### src/rtl/vga_frame_scheduler_pkg.sv
// Shared constants and register-map types for the VGA frame scheduler.
package vga_frame_scheduler_pkg;

    localparam int unsigned H_TOTAL  = 800;
    localparam int unsigned H_ACTIVE = 640;
    localparam int unsigned V_TOTAL  = 525;
    localparam int unsigned V_ACTIVE = 480;

    localparam int unsigned HCNT_W = 11;
    localparam int unsigned VCNT_W = 10;
    localparam int unsigned FCNT_W = 8;

    // Control/status registers sit directly above the NREGS shadow registers
    typedef enum logic [1:0] {
        REG_CTRL_OFS   = 2'd0,
        REG_STATUS_OFS = 2'd1,
        REG_FCNT_OFS   = 2'd2
    } reg_ofs_e;

    localparam int unsigned STAT_PENDING_BIT = 0;
    localparam int unsigned STAT_VBLANK_BIT  = 1;
    localparam int unsigned STAT_IRQ_BIT     = 2;

    localparam int unsigned CTRL_ARM_BIT = 0;
    localparam int unsigned CTRL_ACK_BIT = 1;

endpackage

### src/rtl/vga_frame_scheduler_if.sv
// Avalon-MM slave bus bundle (no waitrequest, read latency 1).
interface vga_frame_scheduler_if #(
    parameter int unsigned ADDR_W = 3,
    parameter int unsigned DATA_W = 8
);
    logic              chipselect;
    logic              write;
    logic              read;
    logic [ADDR_W-1:0] address;
    logic [DATA_W-1:0] writedata;
    logic [DATA_W-1:0] readdata;

    modport master (
        output chipselect, write, read, address, writedata,
        input  readdata
    );

    modport slave (
        input  chipselect, write, read, address, writedata,
        output readdata
    );
endinterface

### src/rtl/vga_frame_scheduler_timing_gen.sv
// Pixel-enable, h/v counters and commit-edge/vblank decode for the frame scheduler.
module vga_timing_gen #(
    parameter int unsigned H_TOTAL  = vga_frame_scheduler_pkg::H_TOTAL,
    parameter int unsigned V_TOTAL  = vga_frame_scheduler_pkg::V_TOTAL,
    parameter int unsigned V_ACTIVE = vga_frame_scheduler_pkg::V_ACTIVE
) (
    input  logic                                      clk,
    input  logic                                      rst_n,
    output logic                                      pix_en,
    output logic [vga_frame_scheduler_pkg::HCNT_W-1:0] hcount,
    output logic [vga_frame_scheduler_pkg::VCNT_W-1:0] vcount,
    output logic                                      vblank,
    output logic                                      ce_c
);
    import vga_frame_scheduler_pkg::*;

    logic              r_pix_en;
    logic [HCNT_W-1:0] r_hcount;
    logic [VCNT_W-1:0] r_vcount;
    logic              r_vblank;
    logic              w_h_last;
    logic              w_v_last;

    assign w_h_last = (r_hcount == HCNT_W'(H_TOTAL - 1));
    assign w_v_last = (r_vcount == VCNT_W'(V_TOTAL - 1));

    // vblank is registered alongside vcount so it always matches the new line
    always_ff @(posedge clk or negedge rst_n) begin
        if (!rst_n) begin
            r_pix_en <= 1'b0;
            r_hcount <= '0;
            r_vcount <= '0;
            r_vblank <= 1'b0;
        end else begin
            r_pix_en <= ~r_pix_en;
            if (r_pix_en) begin
                if (w_h_last) begin
                    r_hcount <= '0;
                    if (w_v_last) begin
                        r_vcount <= '0;
                        r_vblank <= 1'b0;
                    end else begin
                        r_vcount <= r_vcount + VCNT_W'(1);
                        r_vblank <= (r_vcount >= VCNT_W'(V_ACTIVE - 1));
                    end
                end else begin
                    r_hcount <= r_hcount + HCNT_W'(1);
                end
            end
        end
    end

    assign ce_c   = r_pix_en & w_h_last & (r_vcount == VCNT_W'(V_ACTIVE - 1));
    assign pix_en = r_pix_en;
    assign hcount = r_hcount;
    assign vcount = r_vcount;
    assign vblank = r_vblank;

endmodule

### src/rtl/vga_frame_scheduler.sv
// Avalon-MM shadow/active register file with tear-free commit at vblank start.
// Optional irq output enabled by defining VGA_FRAME_SCHEDULER_IRQ_EN.
module vga_frame_scheduler #(
    parameter int unsigned NREGS    = 4,
    parameter int unsigned DATA_W   = 8,
    parameter int unsigned ADDR_W   = 3,
    parameter int unsigned H_TOTAL  = vga_frame_scheduler_pkg::H_TOTAL,
    parameter int unsigned V_TOTAL  = vga_frame_scheduler_pkg::V_TOTAL,
    parameter int unsigned V_ACTIVE = vga_frame_scheduler_pkg::V_ACTIVE
) (
    input  logic                    clk,
    input  logic                    reset_n,
    vga_frame_scheduler_if.slave    avs,
    output logic [NREGS*DATA_W-1:0] active_regs,
    output logic                    pix_en,
    output logic [10:0]             hcount,
    output logic [9:0]              vcount,
    output logic                    vblank,
    output logic                    frame_tick
`ifdef VGA_FRAME_SCHEDULER_IRQ_EN
    ,
    output logic                    irq
`endif
);
    import vga_frame_scheduler_pkg::*;

    localparam int unsigned IDX_W = (NREGS > 1) ? $clog2(NREGS) : 1;
    localparam logic [ADDR_W-1:0] A_NREGS  = ADDR_W'(NREGS);
    localparam logic [ADDR_W-1:0] A_CTRL   = ADDR_W'(NREGS + int'(REG_CTRL_OFS));
    localparam logic [ADDR_W-1:0] A_STATUS = ADDR_W'(NREGS + int'(REG_STATUS_OFS));
    localparam logic [ADDR_W-1:0] A_FCNT   = ADDR_W'(NREGS + int'(REG_FCNT_OFS));

    logic [NREGS-1:0][DATA_W-1:0] r_shadow;
    logic [NREGS-1:0][DATA_W-1:0] r_active;
    logic                         r_pending;
    logic [FCNT_W-1:0]            r_frame_cnt;
    logic                         r_frame_tick;
    logic [DATA_W-1:0]            r_readdata;

    logic              w_ce;
    logic              w_wr;
    logic              w_rd;
    logic              w_is_shadow;
    logic              w_ctrl_wr;
    logic              w_arm;
    logic              w_irq_bit;
    logic [DATA_W-1:0] w_rdata;

    vga_timing_gen #(
        .H_TOTAL  (H_TOTAL),
        .V_TOTAL  (V_TOTAL),
        .V_ACTIVE (V_ACTIVE)
    ) u_timing (
        .clk    (clk),
        .rst_n  (reset_n),
        .pix_en (pix_en),
        .hcount (hcount),
        .vcount (vcount),
        .vblank (vblank),
        .ce_c   (w_ce)
    );

    assign w_wr        = avs.chipselect & avs.write;
    assign w_rd        = avs.chipselect & avs.read;
    assign w_is_shadow = (avs.address < A_NREGS);
    assign w_ctrl_wr   = w_wr & (avs.address == A_CTRL);
    assign w_arm       = w_ctrl_wr & avs.writedata[CTRL_ARM_BIT];

    // Active copies the pre-write shadow on a CE; a same-clk arm survives for next frame
    always_ff @(posedge clk or negedge reset_n) begin
        if (!reset_n) begin
            r_shadow     <= '0;
            r_active     <= '0;
            r_pending    <= 1'b0;
            r_frame_cnt  <= '0;
            r_frame_tick <= 1'b0;
            r_readdata   <= '0;
        end else begin
            r_frame_tick <= w_ce;
            if (w_wr && w_is_shadow) begin
                r_shadow[avs.address[IDX_W-1:0]] <= avs.writedata;
            end
            if (w_ce) begin
                r_frame_cnt <= r_frame_cnt + FCNT_W'(1);
                if (r_pending) begin
                    r_active <= r_shadow;
                end
            end
            if (w_arm) begin
                r_pending <= 1'b1;
            end else if (w_ce) begin
                r_pending <= 1'b0;
            end
            r_readdata <= w_rd ? w_rdata : '0;
        end
    end

`ifdef VGA_FRAME_SCHEDULER_IRQ_EN
    logic r_irq;
    logic w_ack;

    assign w_ack = w_ctrl_wr & avs.writedata[CTRL_ACK_BIT];

    // A committing CE wins over a same-clk ack
    always_ff @(posedge clk or negedge reset_n) begin
        if (!reset_n) begin
            r_irq <= 1'b0;
        end else if (w_ce && r_pending) begin
            r_irq <= 1'b1;
        end else if (w_ack) begin
            r_irq <= 1'b0;
        end
    end

    assign irq       = r_irq;
    assign w_irq_bit = r_irq;
`else
    assign w_irq_bit = 1'b0;
`endif

    always_comb begin
        w_rdata = '0;
        if (w_is_shadow) begin
            w_rdata = r_shadow[avs.address[IDX_W-1:0]];
        end else if (avs.address == A_STATUS) begin
            w_rdata[STAT_PENDING_BIT] = r_pending;
            w_rdata[STAT_VBLANK_BIT]  = vblank;
            w_rdata[STAT_IRQ_BIT]     = w_irq_bit;
        end else if (avs.address == A_FCNT) begin
            w_rdata = DATA_W'(r_frame_cnt);
        end
    end

    assign avs.readdata = r_readdata;
    assign active_regs  = r_active;
    assign frame_tick   = r_frame_tick;

endmodule

### src/flat_wrapper.sv
// flat-port wrapper written by rule: the top's interface ports become plain ports
module vga_frame_scheduler_flat import vga_frame_scheduler_pkg::*;
#(
    parameter int unsigned NREGS    = 4,
    parameter int unsigned DATA_W   = 8,
    parameter int unsigned ADDR_W   = 3,
    parameter int unsigned H_TOTAL  = vga_frame_scheduler_pkg::H_TOTAL,
    parameter int unsigned V_TOTAL  = vga_frame_scheduler_pkg::V_TOTAL,
    parameter int unsigned V_ACTIVE = vga_frame_scheduler_pkg::V_ACTIVE
)
  (clk, reset_n, active_regs, pix_en, hcount, vcount, vblank, frame_tick, avs_chipselect, avs_write, avs_read, avs_address, avs_writedata, avs_readdata);
  vga_frame_scheduler_if #(.ADDR_W(ADDR_W), .DATA_W(DATA_W)) avs_i ();
  input  logic clk;
  input  logic reset_n;
  output logic [NREGS*DATA_W-1:0] active_regs;
  output logic pix_en;
  output logic [10:0] hcount;
  output logic [9:0] vcount;
  output logic vblank;
  output logic frame_tick;
  input wire logic [$bits(avs_i.chipselect)-1:0] avs_chipselect;
  input wire logic [$bits(avs_i.write)-1:0] avs_write;
  input wire logic [$bits(avs_i.read)-1:0] avs_read;
  input wire logic [$bits(avs_i.address)-1:0] avs_address;
  input wire logic [$bits(avs_i.writedata)-1:0] avs_writedata;
  output wire logic [$bits(avs_i.readdata)-1:0] avs_readdata;
  assign avs_i.chipselect = avs_chipselect;
  assign avs_i.write = avs_write;
  assign avs_i.read = avs_read;
  assign avs_i.address = avs_address;
  assign avs_i.writedata = avs_writedata;
  assign avs_readdata = avs_i.readdata;
  vga_frame_scheduler #(.NREGS(NREGS), .DATA_W(DATA_W), .ADDR_W(ADDR_W), .H_TOTAL(H_TOTAL), .V_TOTAL(V_TOTAL), .V_ACTIVE(V_ACTIVE)) u_core (.clk(clk), .reset_n(reset_n), .avs(avs_i), .active_regs(active_regs), .pix_en(pix_en), .hcount(hcount), .vcount(vcount), .vblank(vblank), .frame_tick(frame_tick));
endmodule
### config.mk
export PLATFORM = sky130hd
export DESIGN_NAME = vga_frame_scheduler_flat
export DESIGN_NICKNAME = d
export VERILOG_FILES = /design/src/rtl/vga_frame_scheduler_pkg.sv /design/src/rtl/vga_frame_scheduler_if.sv /design/src/rtl/vga_frame_scheduler_timing_gen.sv /design/src/rtl/vga_frame_scheduler.sv /design/src/flat_wrapper.sv
export SDC_FILE = /design/constraint.sdc
export NUM_CORES = 1
export LEC_CHECK = 0
export CORE_MARGIN = 4
export CORE_UTILIZATION = 35
export DETAILED_ROUTE_END_ITERATION = 8
export REMOVE_ABC_BUFFERS = 1
export SLEW_MARGIN = 20
export SYNTH_ARGS = -nofsm -noshare
export SYNTH_HDL_FRONTEND = slang
export SYNTH_HIERARCHICAL = 1
export SYNTH_SLANG_ARGS = --single-unit
### constraint.sdc
create_clock -name clk -period 4.75 [get_ports clk]
set_input_delay 0.475 -clock clk [delete_from_list [all_inputs] [get_ports clk]]
set_output_delay 0.475 -clock clk [all_outputs]
set_load 0.1 [all_outputs]
== After elaboration in Yosys (flattened, before gate mapping) ==
Index checks and enable logic that the tools add are counted.
Cells by class
  add/sub/neg operators: 3
  multiply operators: 0
  divide/modulo/power cells: 0
  order comparisons: 4
  equality and inequality tests: 6
  shift-type cells: 0
  mux-type cells: 15
  bitwise gates (word level): 7
  reduce and logical (&&, ||, !) cells: 5
Operators with widths (count)
  two-way mux 8 bit: 5
  bitwise mux 32 bit: 1
  binary-select mux 8 bit (select 2 bit): 1
  demux 8 bit (select 2 bit): 1
  adder 11 x 1 -> 11 bit (second input constant): 1
  == test 11 x 10 -> 1 bit (second input constant): 1
  two-way mux 11 bit: 1
  adder 10 x 1 -> 10 bit (second input constant): 1
  == test 10 bit (second input constant): 1
  == test 10 x 9 -> 1 bit (second input constant): 1
  >= comparator 10 x 9 -> 1 bit (second input constant): 1
  two-way mux 10 bit: 1
  == test 3 bit (second input constant): 3
  adder 8 x 1 -> 8 bit (second input constant): 1
  bitwise AND 1 bit: 6
  two-way mux 5 bit: 1
  AND reduction 2 bit: 2
  less-than comparator 2 x 3 -> 1 bit (second input constant): 1
  less-than comparator 3 bit (second input constant): 1
  two-way mux 1 bit: 3
  two-way mux 3 bit: 1
  >= comparator 2 x 1 -> 1 bit (second input constant): 1
  logical AND 1 bit: 2
  nonzero test 2 bit: 1
  inverter 1 bit: 1
Word-level totals
  register bits after elaboration: 105
  bits in latches: 0
  bits in writable memories: 0
  memory bits (read-only): 0
  bits of input ports: 16
  output and inout bits: 64
  logic and storage cells: 56
  memories kept: 0

== Depth between registers and ports, before layout ==
Gate-level depths: netlist (run 1).
  word-level depth: 5
  depth in mapped cells: 11
  gate-level depth less buffers: 8

== Modules after synthesis ==
Netlist (run 1), hierarchy kept.
By module, submodules not included
  vga_frame_scheduler: instances 1, cells an instance 232, area each 3435.8 µm², seq. area each 2052.0 µm²
  vga_timing_gen: instances 1, cells an instance 117, area each 1179.9 µm², seq. area each 575.6 µm²

== Worst setup path before layout (run 1) ==
Ideal clock, no wire load.
  kind: reg2reg
  start: register u_core.u_timing.r_hcount[0], in the netlist u_core/u_timing/hcount[0]
  end: register u_core.r_active (netlist bit u_core/active_regs[0])
  arrival time: 3063 ps
  required time: 4624 ps
  path slack: 1561 ps
  stages on the path, launching flop included: 12
  buffers on the path: 4
  path through: dfrtp_1 -> ha_1 -> and2_1 -> buf_2 -> and4_1 -> buf_4 -> nand2_1 -> nor4_2 -> clkbuf_1 -> nand2_1 -> buf_2 -> mux2_2
Between the ends
  longest elaborated chain between the ends: 4
Ends and longest elaborated chain
  start: declaration: line vga_frame_scheduler_timing_gen.sv:18  | logic [HCNT_W-1:0] r_hcount;
  start signal: assignment: line vga_frame_scheduler_timing_gen.sv:47  | r_hcount <= r_hcount + HCNT_W'(1);
  == test 11 x 10 -> 1 bit: line vga_frame_scheduler_timing_gen.sv:24  | assign w_h_last = (r_hcount == HCNT_W'(H_TOTAL - 1));
  bitwise AND 1 bit (2 in a row): line vga_frame_scheduler_timing_gen.sv:53  | assign ce_c = r_pix_en & w_h_last & (r_vcount == VCNT_W'(V_ACTIVE - 1));
  named net u_core.w_ce: line vga_frame_scheduler.sv:40  | logic w_ce;
  AND reduction 2 bit (no source line)
  end signal: assignment: line vga_frame_scheduler.sv:86  | r_active <= r_shadow;
  end: declaration: line vga_frame_scheduler.sv:34  | logic [NREGS-1:0][DATA_W-1:0] r_active;
The timed path passes the listed nets, and every way through them passes these cells.
A chain may end at the register's enable or synchronous reset.

== Worst setup path after layout (run 1) ==
  start: register u_core.u_timing.r_hcount[0], in the netlist u_core/u_timing/hcount[0]
  end: register u_core.r_active (netlist bit u_core/active_regs[24])
Same word-level chain as after synthesis.

==> run summary, run 1 <==
IR drop worst, VDD = 0.202 mV
Crit Path Category = flop to flop
total leakage power = 2.74 nW
Worst Path Max Fanout = 19
Core Area = 12800 sq um
first-pass GRT wire length = 16200 um
Setup-failing EPs final = 0
cts repair resizes = 0
cts bufs inserted = 9
root buffer selected by CTS = clkbuf_16
number of synthesized flops with an enable pin = 0
Starting Density = 0.361
worst flop-to-flop path startpoint = u_core/u_timing/hcount[0]$_DFFE_PN0P_
Placed Cells = 588
DIE AREA = 15100 sq um
distinct cell type count after synthesis = 45
htree depth = 3
total track usage = 0.140
CTS tree = yes
Setup crit end = u_core/active_regs[24]$_DFFE_PN0P_
clock skew = 0.00711 ns
number of synthesized register bits = 105
CP Data Required Time = 4.98 ns
final cell count without fillers = 604
Clk Latency, worst-skew pair = 0.34 ns
Fin. Hold Viols = 0
min Tclk post-route = 3.60 ns
final hold slack = 0.261 ns
crit start category = flop
initial antenna violation count = 0
Crit path arrival time = 3.83 ns
Total Wirelength = 10000 um
diodes inserted = 0
via count = 2987
register area share after synthesis = 0.569
R2R depth = 8
worst slew pin tran = 1.02 ns
critical path startpoint = u_core/u_timing/hcount[0]$_DFFE_PN0P_
Worst Hold Class = input port to async pin
Final GP Congestion = 0.798
Synth Instances = 349
IO buf count = 79
top post-synthesis cells by area = dfrtp_1 57%, mux2_2 14%, mux2i_1 3.7%
area growth from synthesis to layout = 26.6%
most crowded layer after global routing = met2
largest area contributor in the netlist = dfrtp_1
final worst path period share = 0.758
Die Ht = 123 um
r2r setup slk = 1.15 ns
status = completed
DR DRC count = 0
share of layout cells above drive strength 1 = 0.208
top-area cell type share of the netlist area = 0.569
PD cells = 332 nW/um^2
clk sinks = 105
# hold bufs at CTS = 0
Post-Syn Area per Cell = 13.2 sq um
GR Util met2 = 0.213
total gr overflow = 0
largest net degree at the start of global routing = 73
first drt pass iteration count = 4
Worst setup EP type = flop
met3 GRT Util = 0.0309
hpwl dp = 7000 um
ys flop type = dfrtp_1
die width = 123 um
Vias/cell = 4.95
reg-to-reg endpoint = u_core/active_regs[24]$_DFFE_PN0P_
fmax = 0.278 GHz
Max Cap Violations = 0
Final Slew Violations = 0
IO Pins = 80
CTS clock-pin slew for the worst setup and hold paths = 0.07 ns
number of global-route vias before repair = 3072
Avg WL per Cell = 16.6 um
maximum root-to-sink buffer count = 2
postcts setup bufs = 0
post-route ant nets = 0
synthesized cell area = 4620 sq um
async set-or-reset flop fraction in the synthesized netlist = 1.00
Cell Rows = 41
Final TNS setup = 0 ns
final total power = 1.94 mW
RSZ-0062 raised after global routing = no
Rel. slew slack = 0.317
Nets = 447
synth warn = 6
number of DRC markers in iteration 0 = 155
met1 layer usage reported by global route = 0.197
[metrics by stage]
stage                      util  worst slack (ns)  instance area (sq um)
after floorplan               -             0.893                   4530
after global placement    0.435              1.27                   5550
after detailed placement  0.435              1.12                   5550
after CTS                 0.458              1.11                   5850
after global routing      0.458             0.791                   5850
final                     0.458              1.15                   5850
[state kept, by name (all words and copies together), names as in the netlist, 8 cells and up]
| register | count |
|---|---|
| u_core/u_timing/vcount | 10 |
| u_core/r_frame_cnt | 8 |
| u_core/u_timing/hcount | 11 |
| u_core/active_regs | 32 |
| u_core/avs.readdata | 8 |
| u_core/r_shadow | 32 |
[routing by layer]
metal  vias to the layer above  wire (um)  part of all wire
met4                         0        165             0.016
li1                       1419          -                 -
met1                      1504       4770              0.48
met5                         -          0                 0
met3                        12        381             0.038
met2                        52       4690              0.47
[worst min-delay path by stage]
stage	start	to	depth (start not counted)
floorplan	reset_n	u_core/active_regs[0]$_DFFE_PN0P_	0
global placement	u_core/r_frame_cnt[7]$_DFFE_PN0P_	u_core/r_frame_cnt[7]$_DFFE_PN0P_	1
detailed placement	u_core/r_frame_cnt[7]$_DFFE_PN0P_	u_core/r_frame_cnt[7]$_DFFE_PN0P_	1
CTS	reset_n	u_core/u_timing/hcount[7]$_DFFE_PN0P_	1
global route	reset_n	u_core/active_regs[8]$_DFFE_PN0P_	1
finish	reset_n	u_core/u_timing/hcount[7]$_DFFE_PN0P_	1
[critical path, cell delays in order, from the launching register on]
cell	delay, ns
dfrtp_1	0.43
ha_1	0.19
and2_1	0.29
and4_1	0.47
nand2_1	0.11
nor4_2	0.66
nand2_1	0.61
buf_4	0.41
mux2_2	0.29
[cells by family after synthesis]
group,share of synthesized area
AOI/OAI and AO/OA,0.0529
xor gates and xnor gates,0.0304
adders and majority gates,0.0108
buffers and inverters,0.0268
DFF,0.569
muxes,0.204
and+or+nand+nor,0.105
[placed cells by master, fill, tap and decap left out, types with 2 or more instances in the layout]
cell type / instances
o22ai_1: 7
nor2b_1: 3
a31oi_1: 4
a21o_1: 7
dfrtp_1: 105
o21ai_1: 2
ha_1: 4
nor4_1: 3
inv_6: 2
clkdlybuf4s50_1: 78
and3_1: 6
a41oi_1: 2
nand4_1: 12
nor2_1: 3
nand4b_1: 2
nand3_1: 12
clkbuf_16: 9
mux2_4: 8
mux2_2: 57
clkbuf_1: 2
nand2b_1: 2
o21ai_0: 6
nor3_1: 3
nand2_1: 18
inv_1: 8
and4_1: 3
xor2_1: 7
mux2i_1: 17
xnor2_1: 9
a21oi_1: 8
buf_4: 4
a22o_1: 2
[cells in the mapped netlist, types with 2 or more instances]
library cell,count
buf_6,2
a31oi_1,4
nor2b_1,3
nor3_1,3
and4_1,3
o21ai_1,2
mux2_4,8
xnor2_1,9
o22ai_1,7
a21o_1,7
nor4_1,3
a41oi_1,2
mux2i_1,17
nand2b_1,2
dfrtp_1,105
nand2_1,18
mux2_2,57
a21oi_1,8
and3_1,6
inv_1,8
nor2_1,3
buf_2,9
a22o_1,2
o21ai_0,6
ha_1,4
nand3_1,12
buf_4,2
nand4_1,12
clkbuf_1,2
nand4b_1,2
xor2_1,7
[cell type report]
class | count | area (sq um)
Multi-Input combinational cell | 220 | 1860
Clock inverter | 5 | 61.3
Timing Repair Buffer | 82 | 811
Fill cell | 1190 | 6930
Clock buffer | 11 | 233
Sequential cell | 105 | 2630
Inverter | 9 | 33.8
Tap cell | 172 | 215
[power breakdown]
part | switching [mW] | internal [mW]
Sequential | 0.0522 | 0.961
Combinational | 0.0925 | 0.0973
Clock | 0.322 | 0.413
(Power assumes the default switching activity.)
==> run 2: changes to the inputs <==
==> constraint.sdc (replaced) <==
create_clock -name clk -period 3.67 [get_ports clk]
set_input_delay 0.367 -clock clk [delete_from_list [all_inputs] [get_ports clk]]
set_output_delay 0.367 -clock clk [all_outputs]
set_load 0.1 [all_outputs]
==> run summary, run 2 (same netlist as run 1, synthesis figures left out) <==
IO Pins = 80 (unchanged)
CTS tree = yes
clock skew = 0.00621 ns (-0.000897 ns)
largest net degree at the start of global routing = 89 (+22%)
Core Area = 12800 sq um (unchanged)
via count = 3018 (+1.0%)
clk sinks = 105 (unchanged)
CP Data Required Time = 3.93 ns (-1.05 ns)
Clk Latency, worst-skew pair = 0.34 ns (about the same)
crit start category = flop
Worst Hold Class = input port to async pin
Fin. Hold Viols = 0 (unchanged)
PD cells = 450 nW/um^2 (+36%)
initial antenna violation count = 0 (unchanged)
Crit Path Category = flop to flop
Filler cells = 1146 (-3.7%)
IO buf count = 79 (unchanged)
Avg WL per Cell = 16.3 um (-1.9%)
# hold bufs at CTS = 0 (unchanged)
sequential fraction of design power = 0.495 (-0.028)
Clock power frac = 0.412 (+0.033)
RSZ-0062 raised after global routing = no
Max Cap Violations = 0 (unchanged)
diodes inserted = 0 (unchanged)
Worst setup EP type = flop
Total Wirelength = 9870 um (-1.4%)
hpwl dp = 7020 um (+0.37%)
IR drop worst, VDD = 0.235 mV (+17%)
postcts setup bufs = 0 (unchanged)
final instance area = 5920 sq um (+1.3%)
Final Slew Violations = 0 (unchanged)
post-route ant nets = 0 (unchanged)
Worst Path Max Fanout = 11 (-8)
logic gate share of total power = 0.092 (-0.006)
Nets = 450 (+0.67%)
Setup-failing EPs final = 0 (unchanged)
total track usage = 0.138 (-0.00209)
DIE AREA = 15100 sq um (unchanged)
root buffer selected by CTS = clkbuf_16
Final TNS setup = 0 ns (unchanged)
fmax = 0.370 GHz (+33%)
min Tclk post-route = 2.70 ns (-0.899 ns)
number of DRC markers in iteration 0 = 135 (-13%)
first-pass GRT wire length = 15900 um (-2.0%)
total gr overflow = 0 (unchanged)
Area after DPL = 5570 sq um (+0.41%)
htree depth = 3 (unchanged)
worst flop-to-flop path startpoint = u_core/u_timing/hcount[0]$_DFFE_PN0P_
CTS clock-pin slew for the worst setup and hold paths = 0.07 ns (about the same)
Die Ht = 123 um (unchanged)
internal cell power = 2.06 mW (+40%)
Crit path arrival time = 2.96 ns (-0.87 ns)
first drt pass iteration count = 7 (+3)
critical path startpoint = u_core/u_timing/hcount[0]$_DFFE_PN0P_
Util after Layout = 0.464 (+0.00607)
status = completed
highest-count cells in the layout ignoring fill and taps = 105 x dfrtp_1, 78 x clkdlybuf4s50_1, 57 x mux2_2, 18 x nand2_1, 17 x mux2i_1
Starting Density = 0.361 (unchanged)
die width = 123 um (unchanged)
Cell Rows = 41 (unchanged)
area growth from synthesis to layout = 28.3%
Final GP Congestion = 0.793 (-0.60%)
cts repair resizes = 0 (unchanged)
total leakage power = 2.77 nW (+1.4%)
most common cell after layout, fill and taps aside = dfrtp_1
switching power = 603 uW (+29%)
maximum root-to-sink buffer count = 2 (unchanged)
cts bufs inserted = 9 (unchanged)
share of layout cells above drive strength 1 = 0.214 (+0.00546)
DR DRC count = 0 (unchanged)
number of global-route vias before repair = 3008 (-2.1%)
worst slew pin tran = 1.00 ns (-0.0184 ns)
Vias/cell = 4.97 (+0.54%)
Rel. slew slack = 0.329 (+0.0123)
Sw Ratio = 0.227 (-0.0145)
final worst path period share = 0.737 (-0.0218)
-- run 2: area by class of cell --
cell class,instances,area (sq um),area share
clock buffers,12,246,0.0416
multi-input cells,220,1860,0.315
repair buffers,85,837,0.141
clock inverters,4,98.8,0.0167
inverters,9,33.8,0.00570
flip-flops and latches,105,2630,0.444
well taps,172,215,0.0363
-- run 2: power groups by stage --
stage | Sequential [mW] | Clock, mW | Combinational [mW]
after global placement | 1.34 | 0 | 0.243
after CTS | 1.32 | 1.13 | 0.250
after floorplan | 1.34 | 0 | 0.133
after global routing | 1.33 | 1.17 | 0.267
final | 1.32 | 1.10 | 0.246
after detailed placement | 1.34 | 0 | 0.249
-- run 2: through the flow --
| stage | instances | setup slack [ns] | power (mW) | hold WS [ns] |
|---|---|---|---|---|
| after floorplan | 334 | -0.187 | 1.47 | 0.0714 |
| after global placement | 591 | 1.04 | 1.58 | 0.461 |
| after detailed placement | 591 | 0.987 | 1.59 | 0.490 |
| after CTS | 607 | 0.958 | 2.70 | 0.275 |
| after global routing | 607 | 0.754 | 2.77 | 0.161 |
| final | 607 | 0.967 | 2.66 | 0.0835 |
-- run 2: critical path: stages (launching register included) --
cell and delay, ns:
dfrtp_1 0.44, ha_1 0.20, and2_1 0.29, and4_1 0.49
nand2_1 0.12, nor4_2 0.22, buf_4 0.20, nand4_1 0.20
nor3_1 0.28, xor2_1 0.18
-- run 2: metal layers --
metal / part of all wire / wire, um / vias up / GRT usage
met5: 0 / 0 / - / 0
met4: 0.013 / 129 / 0 / 0.0504
met3: 0.044 / 436 / 10 / 0.0336
met2: 0.49 / 4810 / 62 / 0.211
met1: 0.46 / 4490 / 1516 / 0.191
li1: - / - / 1430 / -
-- run 2: final timing paths --
path	depth (start not counted)	endpoint	slack [ns]
worst max-delay path	9	u_core/r_frame_cnt[7]$_DFFE_PN0P_	0.97
worst min-delay path	1	u_core/u_timing/hcount[2]$_DFFE_PN0P_	0.08
worst max register to register	9	u_core/r_frame_cnt[7]$_DFFE_PN0P_	0.97
worst min register to register	1	u_core/r_frame_cnt[7]$_DFFE_PN0P_	0.49
max in group asynchronous	2	u_core/active_regs[13]$_DFFE_PN0P_	2.93
min in group clk	1	u_core/r_frame_cnt[7]$_DFFE_PN0P_	0.49
==> run 3: changes to the inputs <==
==> constraint.sdc (replaced) <==
create_clock -name clk -period 2.7 [get_ports clk]
set_input_delay 0.27 -clock clk [delete_from_list [all_inputs] [get_ports clk]]
set_output_delay 0.27 -clock clk [all_outputs]
set_load 0.1 [all_outputs]
==> run summary, run 3 (same netlist as run 1, synthesis figures left out) <==
status = completed
total leakage power = 2.94 nW (+6.1%)
Cell Rows = 41 (unchanged)
postcts setup bufs = 0 (unchanged)
CTS tree = yes
clk sinks = 105 (unchanged)
first-pass GRT wire length = 16800 um (+5.6%)
logic gate share of total power = 0.093 (about the same)
final instance area = 5830 sq um (-1.5%)
root buffer selected by CTS = clkbuf_16
Storage cell area = 2630 sq um (unchanged)
CTS clock-pin slew for the worst setup and hold paths = 0.07 ns (about the same)
most common cell after layout, fill and taps aside = dfrtp_1
via count = 3052 (+1.1%)
Final Slew Violations = 0 (unchanged)
crit path cell chain = nor4b_4 -> and4_1 -> nand2_1 -> nor4_2 -> buf_4 -> nand4_1 -> nor3_1 -> xor2_1
Clock power frac = 0.420 (+0.008)
clock skew = 0.0109 ns (+0.00465 ns)
cts bufs inserted = 9 (unchanged)
number of DRC markers in iteration 0 = 188 (+39%)
Max Cap Violations = 0 (unchanged)
Avg WL per Cell = 16.9 um (+3.8%)
Filler cells = 1147 (+0.087%)
initial antenna violation count = 0 (unchanged)
Area after DPL = 5460 sq um (-2.0%)
die width = 123 um (unchanged)
# hold bufs at CTS = 1 (+1)
Vias/cell = 4.98 (+0.14%)
Core Area = 12800 sq um (unchanged)
Starting Density = 0.361 (unchanged)
IR drop worst, VDD = 0.333 mV (+41%)
Final GP Congestion = 0.805 (+1.4%)
final cell count without fillers = 613 (+0.99%)
Placed Cells = 596 (+0.85%)
RSZ-0062 raised after global routing = no
Sw Ratio = 0.228 (+0.00189)
share of layout cells above drive strength 1 = 0.372 (+0.158)
final worst path period share = 0.870 (+0.133)
maximum root-to-sink buffer count = 2 (unchanged)
Setup-failing EPs final = 0 (unchanged)
hpwl dp = 7220 um (+2.9%)
post-route ant nets = 0 (unchanged)
number of global-route vias before repair = 3089 (+2.7%)
fmax = 0.426 GHz (+15%)
IO buf count = 79 (unchanged)
cts repair resizes = 0 (unchanged)
CP Data Required Time = 2.97 ns (-0.96 ns)
area of the multi-input gates = 1860 sq um (unchanged)
diodes inserted = 0 (unchanged)
CP max-delay cell = dfrtp_1
min Tclk post-route = 2.35 ns (-0.355 ns)
area growth from synthesis to layout = 26.4%
Clk Latency, worst-skew pair = 0.34 ns (about the same)
sequential fraction of design power = 0.487 (-0.008)
largest net degree at the start of global routing = 54 (-39%)
internal cell power = 2.83 mW (+37%)
htree depth = 3 (unchanged)
PD cells = 628 nW/um^2 (+40%)
Fin. Hold Viols = 0 (unchanged)
crit start category = flop
IO Pins = 80 (unchanged)
first drt pass iteration count = 4 (-3)
DR DRC count = 0 (unchanged)
total track usage = 0.146 (+0.00781)
highest-count cells in the layout ignoring fill and taps = 105 x dfrtp_1, 75 x buf_4, 57 x mux2_2, 18 x nand2_1, 17 x mux2i_1
Worst setup EP type = flop
worst slew pin tran = 0.524 ns (-0.479 ns)
Crit path arrival time = 2.62 ns (-0.34 ns)
final hold slack = 0.391 ns (+0.307 ns)
Crit Path Category = flop to flop
CP max stage delay = 0.47 ns (-0.02 ns)
Worst Hold Class = input port to async pin
Rel. slew slack = 0.651 (+0.321)
Die Ht = 123 um (unchanged)
Worst Path Max Fanout = 8 (-3)
Total Wirelength = 10300 um (+4.9%)
Nets = 456 (+1.3%)
switching power = 837 uW (+39%)
total gr overflow = 0 (unchanged)
DIE AREA = 15100 sq um (unchanged)
## run 3: cell types whose count changed in the layout (fill, tap and decap cells not counted), sizes merged
| cell | previous run | this run |
|---|---|---|
| buf | 7 | 76 |
| clkdlybuf4s50 | 78 | 14 |
| clkbuf | 12 | 11 |
| dlygate4sd3 | 0 | 1 |
| inv | 10 | 11 |
## run 3: layout make-up
type,count,share of cell area
Clock buffer,11,0.0433
Clock inverter,5,0.0184
Tap cell,172,0.0369
Sequential cell,105,0.450
Timing Repair Buffer,91,0.126
Inverter,9,0.00579
Multi-Input combinational cell,220,0.320
## run 3: final timing paths
check                                                       from                               endpoint  slack, ns  depth (start not counted)
hold reg to reg                u_core/r_frame_cnt[7]$_DFFE_PN0P_      u_core/r_frame_cnt[7]$_DFFE_PN0P_       0.47                          1
setup / recovery           u_core/u_timing/hcount[5]$_DFFE_PN0P_      u_core/r_frame_cnt[7]$_DFFE_PN0P_       0.35                          8
max in group asynchronous                                reset_n        u_core/r_shadow[30]$_DFFE_PN0P_       1.63                          3
min in group clk               u_core/r_frame_cnt[7]$_DFFE_PN0P_      u_core/r_frame_cnt[7]$_DFFE_PN0P_       0.47                          1
hold / removal                                           reset_n  u_core/u_timing/hcount[6]$_DFFE_PN0P_       0.39                          2
setup reg to reg           u_core/u_timing/hcount[5]$_DFFE_PN0P_      u_core/r_frame_cnt[7]$_DFFE_PN0P_       0.35                          8
## run 3: power groups by stage
stage,registers [mW],logic (mW),clock network (mW)
final,1.79,0.341,1.54
after detailed placement,1.82,0.345,0
after CTS,1.79,0.348,1.58
after global routing,1.81,0.374,1.64
after global placement,1.81,0.337,0
after floorplan,1.82,0.181,0
## run 3: through the flow
step	setup slack, ns	TNS (ns)	util	power, mW
after floorplan	-1.16	-39.61	-	2.00
after global placement	0.416	0	0.428	2.15
after detailed placement	0.361	0	0.428	2.16
after CTS	0.347	0	0.457	3.72
after global routing	0.172	0	0.457	3.82
final	0.351	0	0.457	3.67
## run 3: per-layer routing
layer	global-route usage	part of all wire	vias to the layer above
li1	-	-	1445
met1	0.208	0.48	1538
met2	0.215	0.46	56
met3	0.0263	0.043	13
met4	0.0686	0.019	0
met5	0	0	-
## run 3: worst max-delay path: cells and delay by family (launching register included)
kind / cells / cell delay (ns)
buffers and inverters: 1 / 0.21
AND/OR/NAND/NOR: 6 / 1.45
XOR/XNOR: 1 / 0.16
flip-flops: 1 / 0.47
